--- src/rtl/pipe_pkg.sv ---
// Shared types for the generic pipeline stage register.
package pipe_pkg;

    localparam int unsigned OCC_W = 2;

    typedef enum logic [1:0] {EMPTY, ONE, FULL} pipe_state_t;

endpackage

--- src/rtl/pipe_slot.sv ---
// One valid+data storage slot. Load wins over clear. Data only changes on load.
module pipe_slot #(
    parameter int unsigned DATA_W = 160
) (
    input  logic              clk,
    input  logic              rst,
    input  logic              load_i,
    input  logic              clear_i,
    input  logic [DATA_W-1:0] data_i,
    output logic              valid_o,
    output logic [DATA_W-1:0] data_o
);

    logic              valid_q, valid_d;
    logic [DATA_W-1:0] data_q, data_d;

    always_comb begin
        valid_d = valid_q;
        data_d  = data_q;
        if (load_i) begin
            valid_d = 1'b1;
            data_d  = data_i;
        end else if (clear_i) begin
            valid_d = 1'b0;
        end
    end

    always_ff @(posedge clk or posedge rst) begin
        if (rst) begin
            valid_q <= 1'b0;
            data_q  <= '0;
        end else begin
            valid_q <= valid_d;
            data_q  <= data_d;
        end
    end

    assign valid_o = valid_q;
    assign data_o  = data_q;

endmodule

--- src/rtl/pipe_stage_skid.sv ---
// Generic pipeline stage register with valid/ready handshake, optional skid entry,
// synchronous flush and a capture-time override of one payload field.
module pipe_stage_skid
    import pipe_pkg::*;
#(
    parameter int unsigned DATA_W  = 160,
    parameter int unsigned SKID    = 1,
    parameter int unsigned BYP_LSB = 64,
    parameter int unsigned BYP_W   = 32
) (
    input  logic              clk,
    input  logic              rst,
    input  logic              flush,
    input  logic              in_valid,
    output logic              in_ready,
    input  logic [DATA_W-1:0] in_data,
    input  logic              byp_en,
    input  logic [BYP_W-1:0]  byp_data,
    output logic              out_valid,
    input  logic              out_ready,
    output logic [DATA_W-1:0] out_data,
    output logic [OCC_W-1:0]  occupancy
);

    function automatic logic [DATA_W-1:0] byp_merge(input logic [DATA_W-1:0] d,
                                                    input logic [BYP_W-1:0]  f,
                                                    input logic              en);
        logic [DATA_W-1:0] mask;
        logic [DATA_W-1:0] fld;
        mask = '0;
        fld  = '0;
        mask[BYP_LSB +: BYP_W] = '1;
        fld[BYP_LSB +: BYP_W]  = f;
        return en ? ((d & ~mask) | fld) : d;
    endfunction

    logic              accept, pop;
    logic              main_load, main_clear, main_valid;
    logic              skid_valid;
    logic [DATA_W-1:0] cap_data, main_din, main_data;

    assign cap_data = byp_merge(in_data, byp_data, byp_en);
    assign accept   = in_valid & in_ready & ~flush;
    assign pop      = out_valid & out_ready;

    pipe_slot #(
        .DATA_W (DATA_W)
    ) u_main (
        .clk     (clk),
        .rst     (rst),
        .load_i  (main_load),
        .clear_i (main_clear),
        .data_i  (main_din),
        .valid_o (main_valid),
        .data_o  (main_data)
    );

    if (SKID != 0) begin : g_skid
        pipe_state_t       state_q, state_d;
        logic              skid_load, skid_clear;
        logic [DATA_W-1:0] skid_data;

        always_comb begin
            state_d    = state_q;
            main_load  = 1'b0;
            main_clear = 1'b0;
            skid_load  = 1'b0;
            skid_clear = 1'b0;
            main_din   = cap_data;
            if (flush) begin
                // A pop on this cycle still completes; only storage is squashed.
                state_d    = EMPTY;
                main_clear = 1'b1;
                skid_clear = 1'b1;
            end else begin
                unique case (state_q)
                    EMPTY: begin
                        if (accept) begin
                            main_load = 1'b1;
                            state_d   = ONE;
                        end
                    end
                    ONE: begin
                        if (accept && pop) begin
                            main_load = 1'b1;
                        end else if (accept) begin
                            skid_load = 1'b1;
                            state_d   = FULL;
                        end else if (pop) begin
                            main_clear = 1'b1;
                            state_d    = EMPTY;
                        end
                    end
                    FULL: begin
                        if (pop) begin
                            main_load  = 1'b1;
                            main_din   = skid_data;
                            skid_clear = 1'b1;
                            state_d    = ONE;
                        end
                    end
                    default: state_d = EMPTY;
                endcase
            end
        end

        always_ff @(posedge clk or posedge rst) begin
            if (rst) begin
                state_q <= EMPTY;
            end else begin
                state_q <= state_d;
            end
        end

        pipe_slot #(
            .DATA_W (DATA_W)
        ) u_skid (
            .clk     (clk),
            .rst     (rst),
            .load_i  (skid_load),
            .clear_i (skid_clear),
            .data_i  (cap_data),
            .valid_o (skid_valid),
            .data_o  (skid_data)
        );

        // Registered: no combinational path from out_ready.
        assign in_ready = ~skid_valid;
    end else begin : g_single
        always_comb begin
            main_load  = accept;
            main_clear = flush | pop;
            main_din   = cap_data;
        end

        assign skid_valid = 1'b0;
        assign in_ready   = ~main_valid | out_ready;
    end

    assign out_valid = main_valid;
    assign out_data  = main_data;
    assign occupancy = OCC_W'(main_valid) + OCC_W'(skid_valid);

endmodule

--- config.mk ---
export PLATFORM = sky130hd
export DESIGN_NAME = pipe_stage_skid
export DESIGN_NICKNAME = d
export VERILOG_FILES = /design/src/rtl/pipe_pkg.sv /design/src/rtl/pipe_slot.sv /design/src/rtl/pipe_stage_skid.sv
export SDC_FILE = /design/constraint.sdc
export NUM_CORES = 1
export LEC_CHECK = 0
export ABC_AREA = 1
export CORE_AREA = 4 4 173 175
export CTS_CLUSTER_DIAMETER = 50
export DETAILED_ROUTE_END_ITERATION = 12
export DIE_AREA = 0 0 177 179
export PLACE_DENSITY = 0.93
export SLEW_MARGIN = 0
export SYNTH_ARGS = -nofsm -noshare
export SYNTH_HDL_FRONTEND = slang
export SYNTH_SLANG_ARGS = --single-unit
--- constraint.sdc ---
create_clock -name clk -period 19.2 [get_ports clk]
set_input_delay 1.92 -clock clk [delete_from_list [all_inputs] [get_ports clk]]
set_output_delay 1.92 -clock clk [all_outputs]
set_load 0.005 [all_outputs]
==> impl_results.md <==
- Synth unique cells: 20
- # resized after CTS: 0
- # IOs: ~360
- Async SR Flop Fraction: 100.0%
- Critical path class: input pin to flip-flop
- Hold_buf cts: 0
- Crit path time final: roughly 5200 ps
- Synthesis-stage register bit count: 324
- Fin Clk Skew: 18.16 ps
- Share of cells above drive strength 1: under 10%
- DRC viols: 0
- Psw: ~0.00086 W
- Post-synthesis sequential area ratio: a little over half
- Internal power: 0.001973 W
- Post-synth top area share: between 50% and 60%
- Leakage Power: between 10 and 15 nW
- CP Launch Type: input pin
- Routed len/inst: about 16 um
- Inserted Clock Buffers: 38
- Final setup fails: 0
- Fillers: 2026
- Outcome: finished, final reports clean
- Worst vdd ir: 0.08592 mV
- DIE WIDTH: approximately 180 um
- DP HPWL: ~27000 um
- Hold Vio Cnt, Final: 0
- ANT cells: 0
- Final period util: between 20% and 30%
- Combinational Power Share: a little under 30%
- Max Cap Viol: 0
- Synth Flop Type: dfrtp_1
- CP max stage delay: 950 ps
- Crit-path most repeated cell: nand2_1
- Final slew viol count: 0
- Initial antenna violation count: 1
- Worst Tran Pin Value: between 1000 and 1500 ps
- Final WL: about 43000 um
- Yosys top cell by area: dfrtp_1
- Commonest cells post-synth: nand2_1, dfrtp_1, inv_1, o21ai_0, nand3_1
- Unrepaired setup endpoints after global routing: no
- Postcts setup bufs: 0
- Syn_area_per_cell: 7.549 um^2
- Via/cell ratio: 5.335
- Area Overhead vs Synth: 32.85%
- Nets: 2476
- Slowest stage cell, crit path: buf_4
- Final Core Density: between 70% and 80%
- Port Buffers: approximately 360
- Post-place setup slack: around 14000 ps
- GPL Wtd Cong: 0.8609
- Data required, critical path: 19630 ps
- Core area: ~28000 um^2
- Number of detailed-route iterations in the first pass: 6
- TritonCTS clock tree: built
- Pwr/cell area: roughly 140 nW/um^2
- Mapped Cells: roughly 2000
- Top post-synthesis cells by area: dfrtp_1, nand2_1, o21ai_0
- Worst Hold Margin: approximately 480 ps
- Vias in the first global route: roughly 14000
- Max Freq: approximately 190 MHz
- Sum Neg Setup Slack: 0 ps
- CP bufs+invs: 4
- Root Buffer: clkbuf_16
- DR iter-0 viols: around 1300
- Area post-placement: around 19000 um^2
- Initial Util: between 50% and 60%
- Reg clk slew, reported paths: about 60 ps
- CP top delay family: buffers and inverters
- Die Footprint: about 32000 um^2
- Clk buf depth: 3
- CP max FO: approximately 110
- Syn. warnings: 0
- Post-Syn Area: between 15000 and 20000 um^2
- Number of synthesized flops with an enable pin: 0
- First-pass GRT wire length: approximately 70000 um
- Min setup slack post-route: 13960 ps
- CTS H-tree depth: 2
- Largest net degree at the start of global routing: around 180
- Switching part of the total: 30.37%
- Critical-path cell list: clkdlybuf4s50_1, inv_4, nand3_1, nand2_1, nand2_8, inv_4, buf_4, nand2_1, nand2_1
- Top-count cell post-synth: nand2_1
- Tot GR Track Use: a little over a quarter
- Slew Limit Headroom: around an eighth
- CP Capture Type: flip-flop
- Clock sink total: between 300 and 400
- Hold/Removal Path Class: flip-flop to flip-flop
- DR vias: about 14000
- ANT nets after route: 0
- GRT overflow: 0
- Share of total power in the clock network: 27.5%
- Final Instance Area: approximately 20000 um^2
- Clk_lat worst skew: between 500 and 600 ps
- CP arrival: between 5000 and 6000 ps
- Die height: between 150 and 200 um
- Row cnt: 62
- Synth Net Count: about 2200
- Seq pwr share: a little over two fifths
-- worst paths after layout --
path | end | start | slack (ps) | cells past startpoint
max | u_main.data_o[18] | flush | 13960 | 9
min | u_main.data_o[7] | u_main.data_o[7] | 480 | 2
max reg2reg | u_main.data_o[18] | u_main.valid_o | 15890 | 9
min reg2reg | u_main.data_o[7] | u_main.data_o[7] | 480 | 2
max in group asynchronous | u_main.data_o[2] | rst | 15590 | 3
min in group asynchronous | u_main.data_o[44] | rst | 2040 | 2
-- flip-flops by register name (all words and copies together) (netlist names) --
register	cells
g_skid.state_q	2
g_skid.u_skid.data_o	160
u_main.data_o	160
u_main.valid_o	1
g_skid.u_skid.valid_o	1
-- cells by family after synthesis --
| family | synth area share (%) |
|---|---|
| adders and majority gates | 0.08303 |
| buffers and inverters | 9.243 |
| AOI/OAI and AO/OA | 7.673 |
| and+or+nand+nor | 29.19 |
| DFF | 53.81 |
-- power groups by stage --
stage          clock [W]  sequential [W]  combinational, W
2_1_floorplan          0         0.00118          0.000345
3_3_place_gp           0         0.00120          0.000791
3_5_place_dp           0         0.00122          0.000833
4_1_cts         0.000789         0.00121          0.000841
5_1_grt         0.000817         0.00125          0.000928
6_report        0.000779         0.00122          0.000832
-- metal layers --
metal,track usage [%],vias to the layer above,share of wire [%]
met4,10.70,2,4.2
met2,45.61,768,49
li1,-,6687,-
met1,33.39,6740,38
met3,5.420,134,8.9
met5,0,-,0.030
-- tightest hold or removal path: cells and delay by family (launching register included) --
kind,cells,cell delay [ps]
DFF,1,340
and+or+nand+nor,2,100
-- layout make-up --
type                       instances  area [um^2]  area share [%]
clock inverter                    11        217.7           1.088
multi-input combinational       1342         5600           27.98
tap                              384        480.5           2.400
sequential                       324         8108           40.51
inverter                         201        767.0           3.832
clock buffer                      54         1155           5.769
timing repair buffer             370         3689           18.43
-- per-stage QoR --
step,total power (W),std cells
2_1_floorplan,0.001528,1996
4_1_cts,0.002845,2686
5_1_grt,0.003000,2686
3_5_place_dp,0.002051,2621
6_report,0.002833,2686
3_3_place_gp,0.001992,2621
-- layout by cell type (no fill, tap or decap), drive strengths merged --
| master | count |
|---|---|
| buf | 10 |
| o31ai | 2 |
| dfrtp | 324 |
| nand3 | 166 |
| inv | 203 |
| a21oi | 1 |
| nand2 | 936 |
| nor2 | 9 |
| o21ai | 227 |
| clkdlybuf4s50 | 360 |
| clkinv | 2 |
| bufinv | 6 |
| clkinvlp | 1 |
| clkbuf | 54 |
| ha | 1 |
Note: power is estimated with default switching activity, not from simulation.
